**src/rtl/wb_port_arbiter.sv**
```systemverilog
`default_nettype none
// ============================================================================
// Module   : wb_port_arbiter
// Purpose  : Shares the single register-file write port between the in-order
//            pipeline write-back stage and long-latency unit results
//            (mul/div, load-miss refill). The pipeline has priority. Long-unit
//            results wait in a DEPTH-entry FIFO and drain on idle pipeline
//            cycles. If the FIFO head goes ungranted for STARVE_LIMIT cycles,
//            a one-cycle pipeline stall is injected to force a drain.
// Revision : 1.0 - initial release
// ----------------------------------------------------------------------------
// Ports
//   clk_i             in   1   clock, rising edge
//   rst_ni            in   1   asynchronous active-low reset
//   pipe_reg_write_i  in   1   pipeline write-back request
//   pipe_reg_i        in   5   pipeline destination register
//   pipe_data_i       in  64   pipeline write data
//   long_valid_i      in   1   long unit presents a result
//   long_ready_o      out  1   FIFO can accept (push = valid & ready)
//   long_reg_i        in   5   long-unit destination register
//   long_data_i       in  64   long-unit result
//   pipe_stall_o      out  1   holds pipeline write-back for one cycle
//   reg_write_out_o   out  1   register-file write enable (registered)
//   reg2write_o       out  5   register-file write address (registered)
//   data2write_o      out 64   register-file write data (registered)
//   pending_mask_o    out 32   registers with a write outstanding in FIFO
// Build option
//   WB_ARB_SCOREBOARD_EN : when defined, pending_mask_o is built; otherwise
//                          it is tied to zero.
// ============================================================================
module wb_port_arbiter #(
    parameter int DEPTH        = 4,
    parameter int STARVE_LIMIT = 8,
    parameter bit XZR_DROP     = 1'b1
) (
    input  logic        clk_i,
    input  logic        rst_ni,
    input  logic        pipe_reg_write_i,
    input  logic [4:0]  pipe_reg_i,
    input  logic [63:0] pipe_data_i,
    input  logic        long_valid_i,
    output logic        long_ready_o,
    input  logic [4:0]  long_reg_i,
    input  logic [63:0] long_data_i,
    output logic        pipe_stall_o,
    output logic        reg_write_out_o,
    output logic [4:0]  reg2write_o,
    output logic [63:0] data2write_o,
    output logic [31:0] pending_mask_o
);

    localparam int PTR_W    = $clog2(DEPTH);
    localparam int CNT_W    = PTR_W + 1;
    localparam int STARVE_W = $clog2(STARVE_LIMIT + 1);

    typedef enum logic [1:0] {
        ST_IDLE   = 2'd0,
        ST_QUEUED = 2'd1,
        ST_STALL  = 2'd2
    } state_e;

    state_e              state_q;
    logic [STARVE_W-1:0] starve_cnt_q;

    logic [4:0]          mem_reg_q  [DEPTH];
    logic [63:0]         mem_data_q [DEPTH];
    logic [PTR_W-1:0]    rd_ptr_q;
    logic [PTR_W-1:0]    wr_ptr_q;
    logic [CNT_W-1:0]    count_q;
    logic [CNT_W-1:0]    count_d;

    logic                we_q;
    logic [4:0]          reg_q;
    logic [63:0]         data_q;

    logic                w_empty;
    logic                w_full;
    logic                w_stall;
    logic                w_push;
    logic                w_pop;
    logic                w_grant_pipe;
    logic [4:0]          w_gnt_reg;
    logic [63:0]         w_gnt_data;
    logic                w_write;

    // ------------------------------------------------------------------------
    // Grant selection
    // ------------------------------------------------------------------------
    assign w_empty = (count_q == '0);
    assign w_full  = (count_q == CNT_W'(DEPTH));
    assign w_stall = (state_q == ST_STALL);

    // Fullness uses the registered count only, so a same-cycle pop never
    // frees a slot for a push.
    assign w_push = long_valid_i & ~w_full;

    // The FIFO drains when the pipeline is idle, or unconditionally while
    // the starvation stall holds the pipeline off.
    assign w_pop        = ~w_empty & (w_stall | ~pipe_reg_write_i);
    assign w_grant_pipe = pipe_reg_write_i & ~w_pop;

    assign w_gnt_reg  = w_pop ? mem_reg_q[rd_ptr_q]  : pipe_reg_i;
    assign w_gnt_data = w_pop ? mem_data_q[rd_ptr_q] : pipe_data_i;

    // A grant to XZR is consumed (including its pop) but never written.
    assign w_write = (w_pop | w_grant_pipe) &
                     ~(XZR_DROP && (w_gnt_reg == 5'd31));

    assign count_d = count_q + CNT_W'(w_push) - CNT_W'(w_pop);

    // ------------------------------------------------------------------------
    // FIFO storage and pointers
    // ------------------------------------------------------------------------
    always_ff @(posedge clk_i) begin
        if (w_push) begin
            mem_reg_q[wr_ptr_q]  <= long_reg_i;
            mem_data_q[wr_ptr_q] <= long_data_i;
        end
    end

    always_ff @(posedge clk_i or negedge rst_ni) begin
        if (!rst_ni) begin
            rd_ptr_q <= '0;
            wr_ptr_q <= '0;
            count_q  <= '0;
        end else begin
            // DEPTH is a power of two, so natural pointer overflow wraps.
            if (w_push) wr_ptr_q <= wr_ptr_q + PTR_W'(1);
            if (w_pop)  rd_ptr_q <= rd_ptr_q + PTR_W'(1);
            count_q <= count_d;
        end
    end

    // ------------------------------------------------------------------------
    // Starvation FSM: IDLE (empty), QUEUED (counting), STALL (forced drain)
    // ------------------------------------------------------------------------
    always_ff @(posedge clk_i or negedge rst_ni) begin
        if (!rst_ni) begin
            state_q      <= ST_IDLE;
            starve_cnt_q <= '0;
        end else begin
            case (state_q)
                ST_IDLE: begin
                    starve_cnt_q <= '0;
                    state_q      <= w_push ? ST_QUEUED : ST_IDLE;
                end
                ST_QUEUED, ST_STALL: begin
                    if (w_pop || w_empty) begin
                        starve_cnt_q <= '0;
                        state_q      <= (count_d == '0) ? ST_IDLE : ST_QUEUED;
                    end else if (starve_cnt_q == STARVE_W'(STARVE_LIMIT)) begin
                        starve_cnt_q <= '0;
                        state_q      <= ST_STALL;
                    end else begin
                        starve_cnt_q <= starve_cnt_q + STARVE_W'(1);
                        state_q      <= ST_QUEUED;
                    end
                end
                default: begin
                    starve_cnt_q <= '0;
                    state_q      <= ST_IDLE;
                end
            endcase
        end
    end

    // ------------------------------------------------------------------------
    // Registered write port; address/data hold when nothing is written
    // ------------------------------------------------------------------------
    always_ff @(posedge clk_i or negedge rst_ni) begin
        if (!rst_ni) begin
            we_q   <= 1'b0;
            reg_q  <= '0;
            data_q <= '0;
        end else begin
            we_q <= w_write;
            if (w_write) begin
                reg_q  <= w_gnt_reg;
                data_q <= w_gnt_data;
            end
        end
    end

    // ------------------------------------------------------------------------
    // Pending-write scoreboard
    // ------------------------------------------------------------------------
`ifdef WB_ARB_SCOREBOARD_EN
    logic [DEPTH-1:0] valid_q;
    logic [DEPTH-1:0] valid_d;
    logic [31:0]      mask_q;
    logic [31:0]      mask_d;
    logic [4:0]       w_slot_reg;

    // Mask reflects the FIFO contents after this cycle's push and pop, so
    // the entry being granted is already excluded. The push slot is always
    // distinct from the pop slot because a full FIFO cannot accept.
    always_comb begin
        valid_d    = valid_q;
        mask_d     = '0;
        w_slot_reg = '0;
        if (w_pop)  valid_d[rd_ptr_q] = 1'b0;
        if (w_push) valid_d[wr_ptr_q] = 1'b1;
        for (int i = 0; i < DEPTH; i++) begin
            w_slot_reg = (w_push && (wr_ptr_q == PTR_W'(i))) ? long_reg_i
                                                              : mem_reg_q[i];
            if (valid_d[i]) mask_d[w_slot_reg] = 1'b1;
        end
        if (XZR_DROP) mask_d[31] = 1'b0;
    end

    always_ff @(posedge clk_i or negedge rst_ni) begin
        if (!rst_ni) begin
            valid_q <= '0;
            mask_q  <= '0;
        end else begin
            valid_q <= valid_d;
            mask_q  <= mask_d;
        end
    end

    assign pending_mask_o = mask_q;
`else
    assign pending_mask_o = 32'h0;
`endif

    // ------------------------------------------------------------------------
    // Outputs
    // ------------------------------------------------------------------------
    // Ready is forced low while reset is asserted so all outputs read zero.
    assign long_ready_o    = rst_ni & ~w_full;
    assign pipe_stall_o    = w_stall;
    assign reg_write_out_o = we_q;
    assign reg2write_o     = reg_q;
    assign data2write_o    = data_q;

endmodule
`default_nettype wire

```
**config.mk**
```make
export PLATFORM = sky130hd
export DESIGN_NAME = wb_port_arbiter
export DESIGN_NICKNAME = d
export VERILOG_FILES = /design/src/rtl/wb_port_arbiter.sv
export SDC_FILE = /design/constraint.sdc
export NUM_CORES = 1
export LEC_CHECK = 0
export ABC_AREA = 1
export CORE_UTILIZATION = 31
export DETAILED_ROUTE_END_ITERATION = 6
export HOLD_SLACK_MARGIN = 0.06
export PLACE_DENSITY_LB_ADDON = 0.2
export SYNTH_ARGS = -nofsm -noshare
export SYNTH_HDL_FRONTEND = slang
export SYNTH_SLANG_ARGS = --single-unit
```
**constraint.sdc**
```tcl
create_clock -name clk_i -period 3.7 [get_ports clk_i]
set_input_delay 0.74 -clock clk_i [delete_from_list [all_inputs] [get_ports clk_i]]
set_output_delay 0.74 -clock clk_i [all_outputs]
set_load 0.05 [all_outputs]
```
==> metrics list, run 1 <==
- Summed over all cells, the static leakage comes to 7.61 nW.
- Of the total power, registers draw 0.361.
- IR analysis of the VDD net gives a maximum drop of 0.427 mV.
* Core utilization of the finished layout: 0.400
- For this run, global-route usage on met3 was measured as 0.0325.
* I/O pin count: 246
- Counting tap cells, the placed design contains a total of 2116 instances.
* Fraction of layout cells with a size suffix above 1: 0.0659
* Vertical extent of the die: 221 um
- Routed via count: 10200
- Final worst slack: 0.860 ns
- Logic gate share of total power: 0.382
- A synthesized cell averages 11.1 um^2.
- Placer congestion estimate: 0.744
- Fill cells in the final layout number 4617.
- Non-filler instance count after layout: 2192
* Number of antenna violations at the first check in global routing: 1
* Tmin final: 2.84 ns
- The count of nets left with antenna violations once routing finished came out at 0.
* # rows: 80
- At the pin with the least slew margin, the transition time is 0.992 ns.
* TritonCTS clock tree: done
* Buffers from clock root to sink, at most: 3
* Outcome: complete, no violations
* Headroom to the max-slew limit: 0.339
- Placeable Area: 0.0476 mm^2
- Setup repair after global routing missed its margin: no
- Area after DPL: 0.0177 mm^2
* Reg clk slew, reported paths: 0.06 ns
* Global-route congestion overflow total: 0
- In this run, post-CTS repair resized a total of 0 instances.
- Max-cap check violation count: 0
* Final slew viol count: 0
- Clock latency on the worst-skew pair: 0.55 ns
- H-tree depth: 2
- In this run, distinct cell masters in the synthesized netlist total 29.
- Final hold analysis gives a worst-case slack of 0.287 ns.
- The critical path is of the reg2out type.
- Pre-CTS WS: 0.648 ns
- Drt total wl: 40100 um
- Of the total power, the share spent switching nets is 0.393.
- Static timing analysis puts the maximum clock frequency at 0.352 GHz.
- Post-CTS Setup Bufs: 0
- Routed via count divided by cell count: 4.65
* Share of the clock period used by the worst path: 0.768
- From synthesis to final layout, the design area changed by 27.9%.
- Setup violations remaining at the end of the flow were counted as 0.
* Post-DR wirelength/cell: 18.3 um
- For this run, asynchronously set or reset flops after synthesis account for 0.231.
- Width of the chip: 221 um
* Post-synth EDFFs: 276
- The clock drives 359 sinks.
* Via count of the first global-routing pass: 10500
- For this run, the post-layout net count is 1699.
- Between clock sinks in the finished design, the worst skew comes to 0.0117 ns.
- The first global-routing pass estimated 62100 um of wire.
- For this run, global-route usage on met1 was measured as 0.219.
* Gr usage total: 0.166
- Of the synthesized area, sequential elements account for 0.695.
- Final standard cell area without fillers: 0.0191 mm^2
* Yosys Warn Count: 0
* Critical path data arrival time: 2.10 ns
- Quantity of I/O buffers inserted on ports: 213
- Clock Power Share: 0.256
- Maximum number of pins on one net before global-route repair: 70
- Switching pwr: 6.45 mW
- 0 antenna diodes ended up in the layout.
- In this run, CTS created clock tree buffers numbering 42.
- STA classifies the critical path endpoint as a primary output.
- Prevailing post-synth register cell: sky130_fd_sc_hd__edfxtp_1
- Critical path startpoint category: flop
- Summed over all nets, the half-perimeter wirelength after detailed placement is 22800 um.
- Number of hold violations in the final report: 0
- Area of the mapped netlist: 0.0149 mm^2
- For this block, the initial DRC count from the detailed router was 492.
- Initial core utilization: 0.313
* # hold bufs at CTS: 0
* Number of instances in the synthesized netlist: 1344
- Clock root buffer master: sky130_fd_sc_hd__clkbuf_16
* Crit path max fanout: 3
* PD cells: 860 mW/mm^2
* Iteration count of the initial detailed-routing pass: 5
- CP Data Required Time: 2.96 ns
- Seq cells post-synth: 359
* Busiest grt layer: met2
* Cell-internal power: 9.96 mW
- For met2 alone, demand over resource in global routing was 0.275.
* Post-route DRC: 0
* Total Die Area: 0.0490 mm^2
* Hold crit path type: in2async
-- power groups by stage --
| stage | combinational [mW] | clock (mW) | sequential [mW] |
|---|---|---|---|
| global placement | 6.32 | 0 | 6.00 |
| global route | 6.89 | 4.48 | 6.04 |
| finish | 6.28 | 4.21 | 5.93 |
| floorplan | 2.90 | 0 | 7.27 |
| CTS | 6.39 | 4.34 | 5.95 |
| detailed placement | 6.37 | 0 | 6.02 |
-- cells by family (layout without fill, tap and decap cells) --
logic type | count (synthesis) | count (layout) | share of synthesized area
flops | 359 | 359 | 0.695
fa+ha+maj | 12 | 12 | 0.0106
other cells | 1 | 32 | 0.000251
xor+xnor | 5 | 5 | 0.00293
compound gates | 199 | 199 | 0.0786
simple gates | 615 | 615 | 0.162
buf+inv | 153 | 355 | 0.0510
-- sequential cells by signal (all words and copies together), names as in the netlist --
signal and cells:
reg_write_out_o 1, mem_reg_q 20, starve_cnt_q 4, data2write_o 64
reg2write_o 5, count_q 3, wr_ptr_q 2, mem_data_q 256
state_q 2, rd_ptr_q 2
-- per-layer routing --
metal	routed length, um	part of all wire
met1	18300	0.46
met2	19000	0.47
met3	2060	0.051
met4	740	0.018
met5	11	0.00027
-- critical path, cell delays in order, from the launching register on --
cell	delay, ns
sky130_fd_sc_hd__dfrtp_1	0.39
sky130_fd_sc_hd__inv_1	0.08
sky130_fd_sc_hd__ha_1	0.25
sky130_fd_sc_hd__clkdlybuf4s50_1	0.84
-- worst paths after layout --
| check | cells after the start | to | slack, ns | startpoint |
|---|---|---|---|---|
| max | 3 | pipe_stall_o | 0.86 | state_q[0]$_DFF_PN0_ |
| min | 2 | reg2write_o[3]$_DFFE_PN0P_ | 0.29 | rst_ni |
| max reg2reg | 12 | data2write_o[62]$_DFFE_PN0P_ | 1.03 | rd_ptr_q[0]$_DFFE_PN0N_ |
| min reg2reg | 2 | reg2write_o[0]$_DFFE_PN0P_ | 0.47 | reg2write_o[0]$_DFFE_PN0P_ |
| max in group asynchronous | 3 | rd_ptr_q[0]$_DFFE_PN0N_ | 2.20 | rst_ni |
| min in group clk_i | 2 | reg2write_o[0]$_DFFE_PN0P_ | 0.47 | reg2write_o[0]$_DFFE_PN0P_ |
-- through the flow --
stage	TNS [ns]	total power, mW
3_5_place_dp	0	12.4
3_3_place_gp	0	12.3
4_1_cts	0	16.7
5_1_grt	0	17.4
2_1_floorplan	-168.16	10.2
6_report	0	16.4
-- cells in the final DEF (no fill, tap or decap), types with 2 or more instances in the layout --
cell,n
sky130_fd_sc_hd__nand2_1,514
sky130_fd_sc_hd__edfxtp_1,276
sky130_fd_sc_hd__clkdlybuf4s50_1,212
sky130_fd_sc_hd__a21oi_1,129
sky130_fd_sc_hd__nand3_1,81
sky130_fd_sc_hd__dfrtp_1,81
sky130_fd_sc_hd__o31ai_1,64
sky130_fd_sc_hd__clkbuf_16,43
sky130_fd_sc_hd__inv_1,36
sky130_fd_sc_hd__conb_1,32
sky130_fd_sc_hd__buf_4,19
sky130_fd_sc_hd__nor2_1,13
sky130_fd_sc_hd__ha_1,11
sky130_fd_sc_hd__clkbuf_1,9
sky130_fd_sc_hd__clkbuf_8,9
sky130_fd_sc_hd__buf_12,7
sky130_fd_sc_hd__clkinv_2,5
sky130_fd_sc_hd__clkinv_1,5
sky130_fd_sc_hd__xor2_1,4
sky130_fd_sc_hd__nor2_4,4
sky130_fd_sc_hd__bufinv_16,4
sky130_fd_sc_hd__inv_2,2
sky130_fd_sc_hd__inv_6,2
sky130_fd_sc_hd__dfrtp_4,2
-- cell usage after synthesis, drive strengths merged, types with 3 or more instances --
master	number	area share
nand2	515	0.13
edfxtp	276	0.56
a21oi	130	0.044
buf	88	0.035
dfrtp	83	0.14
nand3	81	0.027
o31ai	64	0.032
inv	40	0.010
clkbuf	24	0.0060
nor2	18	0.0047
ha	11	0.0092
xor2	4	0.0023
o21ai	3	0.0013
-- final cells by class --
| class | count | area (um^2) | area share |
|---|---|---|---|
| Sequential cell | 359 | 10400 | 0.544 |
| Multi-Input combinational cell | 863 | 3960 | 0.208 |
| Timing Repair Buffer | 238 | 2400 | 0.126 |
| Clock buffer | 61 | 1230 | 0.0647 |
| Tap cell | 615 | 769 | 0.0403 |
| Clock inverter | 15 | 179 | 0.00938 |
| Inverter | 41 | 159 | 0.00833 |
Note: power is estimated with default switching activity, not from simulation.
==> inputs of run 2 (changes only) <==
- clock period: 3.7 -> 2.4 ns (I/O delays scaled with it)
==> metrics list, run 2 (synthesis results as in run 1) <==
- CP Data Required Time: 1.92 ns
- No sink is reached through more buffers than the 3 on the longest clock path.
* Via count of the first global-routing pass: 10300
- The die is 221 um wide.
- Among all stages on the critical path, the largest delay is contributed by sky130_fd_sc_hd__clkdlybuf4s50_1.
- Initial core utilization: 0.313
- Total Die Area: 0.0490 mm^2
* Busiest grt layer: met2
* Endpoint kind of the worst setup timing path: primary output
- In the routed design, unresolved DRC markers number 0.
* Final slew viol count: 0
* Final worst slack: 0.116 ns
- Cell-internal power: 16.0 mW
- Hold crit path type: reg2reg
- Max FFs per register: 256
* Placer congestion estimate: 0.733
* Setup violations, final: 0
- The core region is 0.0476 mm^2.
- Non-filler instance count after layout: 2221
- Crit path max fanout: 2
* Tmin final: 2.28 ns
* Most common cell after layout, fill and taps aside: sky130_fd_sc_hd__nand2_1
- Achievable Freq: 0.438 GHz
* Minimum hold slack: 0.471 ns
* Critical path data arrival time: 1.80 ns
* Gr usage total: 0.164
- The design draws 26.0 mW.
- Switching power as a share of total power: 0.384
- Filler Cells Inserted: 4534
- Logic gate share of total power: 0.389
* Outcome: complete, no violations
- The first TritonRoute pass finished after 4 iterations.
- At the pin with the least slew margin, the transition time is 0.655 ns.
- During I/O placement, the number of pins put on the boundary was 246.
- Switching pwr: 9.99 mW
- The share of total power dissipated in the clock network is 0.262.
* Peak supply drop: 0.625 mV
* Setup repair after global routing missed its margin: no
- Once detailed placement completed, the half-perimeter wirelength came to 24200 um.
- Fraction of layout cells with a size suffix above 1: 0.0866
- Clock root buffer master: sky130_fd_sc_hd__clkbuf_16
* Total number of nets in the final design: 1725
* Worst path top cell family by delay: buffers and inverters
* Met1 GRT Util: 0.217
- Largest reg by FF count: mem_data_q
* Vertical extent of the die: 221 um
- Standby leakage power: 7.86 nW
- The first global-routing pass estimated 61800 um of wire.
- PD cells: 1330 mW/mm^2
- In this run the tightest slew margin relative to its limit is 0.562.
- Number of hold violations in the final report: 0
- Number of antenna violations at the first check in global routing: 4
- The clock arrives with 0.00938 ns of skew.
* Initial DRC Count: 450
- Combined buffer and inverter count along the critical path: 1
- Met3 track demand over resource: 0.0331
* Num CTS Buffers: 42
- Once layout is done, the placed cells without fillers occupy 0.0196 mm^2.
- Maximum number of pins on one net before global-route repair: 89
* Global-route congestion overflow total: 0
* Routed via count: 10300
- Critical path startpoint category: flop
- Antenna viol nets, final: 0
- The share of total power dissipated in sequential elements is 0.349.
* H-tree depth: 2
- TritonCTS built the clock tree.
* Quantity of I/O buffers inserted on ports: 213
- After detailed placement, the total cell area comes to 0.0180 mm^2.
- Max-cap violations in this run came to 0.
- Once placement completed, the tool counted placed cells totaling 2139.
- Routed via count divided by cell count: 4.64
- In the global route stage, met2 resource usage came out at 0.272.
- Reg clk slew, reported paths: 0.06 ns
- # rows: 80
* Clock latency on the worst-skew pair: 0.55 ns
* Pre-CTS WS: -0.323 ns
* Drt total wl: 40000 um
- CTS saw 359 sinks.
- In the finished design, the share of the clock period the worst path needs comes to 0.952.
- Cells along the critical path: clkdlybuf4s50_1
- Delay of the slowest cell on the worst path: 0.91 ns
- Post-DR wirelength/cell: 18.0 um
* Worst setup path class: reg2out
* Area growth from synthesis to layout: 31.2%
- In the layout the commonest cells are sky130_fd_sc_hd__nand2_1 (514), sky130_fd_sc_hd__edfxtp_1 (276), sky130_fd_sc_hd__clkdlybuf4s50_1 (208).
[run 2: per-stage QoR]
| step | TNS, ns | utilization |
|---|---|---|
| after floorplan | -153.48 | - |
| after global placement | -0.378 | 0.378 |
| after detailed placement | -0.982 | 0.378 |
| final | 0 | 0.411 |
| after global routing | 0 | 0.411 |
| after CTS | 0 | 0.410 |
[run 2: path summary, 6_finish.rpt]
kind                            cells past startpoint                            to  slack, ns                         start
worst max-delay path                                1               data2write_o[9]       0.12   data2write_o[9]$_DFFE_PN0P_
worst min-delay path                                2  data2write_o[44]$_DFFE_PN0P_       0.47  data2write_o[44]$_DFFE_PN0P_
worst max register to register                     11          state_q[0]$_DFF_PN0_       0.21          state_q[1]$_DFF_PN0_
worst min register to register                      2  data2write_o[44]$_DFFE_PN0P_       0.47  data2write_o[44]$_DFFE_PN0P_
max in group asynchronous                           3  data2write_o[36]$_DFFE_PN0P_       1.40                        rst_ni
min in group asynchronous                           3       wr_ptr_q[0]$_DFFE_PN0P_       0.56                        rst_ni
[run 2: tightest hold or removal path, cell delays in order, from the launching register on]
cell and delay [ns]:
sky130_fd_sc_hd__dfrtp_1 0.34, sky130_fd_sc_hd__nand2_1 0.06, sky130_fd_sc_hd__nand2_1 0.05
[run 2: power by group through the flow]
stage,sequential (mW),clock [mW],combinational (mW)
2_1_floorplan,11.2,0,4.49
3_3_place_gp,9.21,0,10.2
5_1_grt,9.26,7.26,11.1
3_5_place_dp,9.23,0,10.3
4_1_cts,9.12,7.02,10.3
6_report,9.09,6.83,10.1
[run 2: area by class of cell]
type                    count  area (um^2)  share of cell area
well taps                 615          769              0.0393
repair buffers            264         2780               0.142
flip-flops and latches    359        10400               0.530
clock buffers              61         1250              0.0636
multi-input cells         863         3990               0.204
diodes                      1         2.50            0.000128
clock inverters            17          256              0.0131
inverters                  41          159             0.00812
[run 2: repair_timing]
action                                 CTS  global route
endpoints found under the hold margin   83             0
setup endpoints to repair                1             1
buffers inserted                         0             2
pin swaps                                0             2
hold buffers                             1             0
resized for setup                        1             4
[run 2: routing by layer]
| metal | wire length, um | vias up |
|---|---|---|
| met5 | 45 | - |
| met4 | 745 | 6 |
| met3 | 1920 | 59 |
| met2 | 19000 | 240 |
| met1 | 18400 | 4993 |
| li1 | - | 5006 |
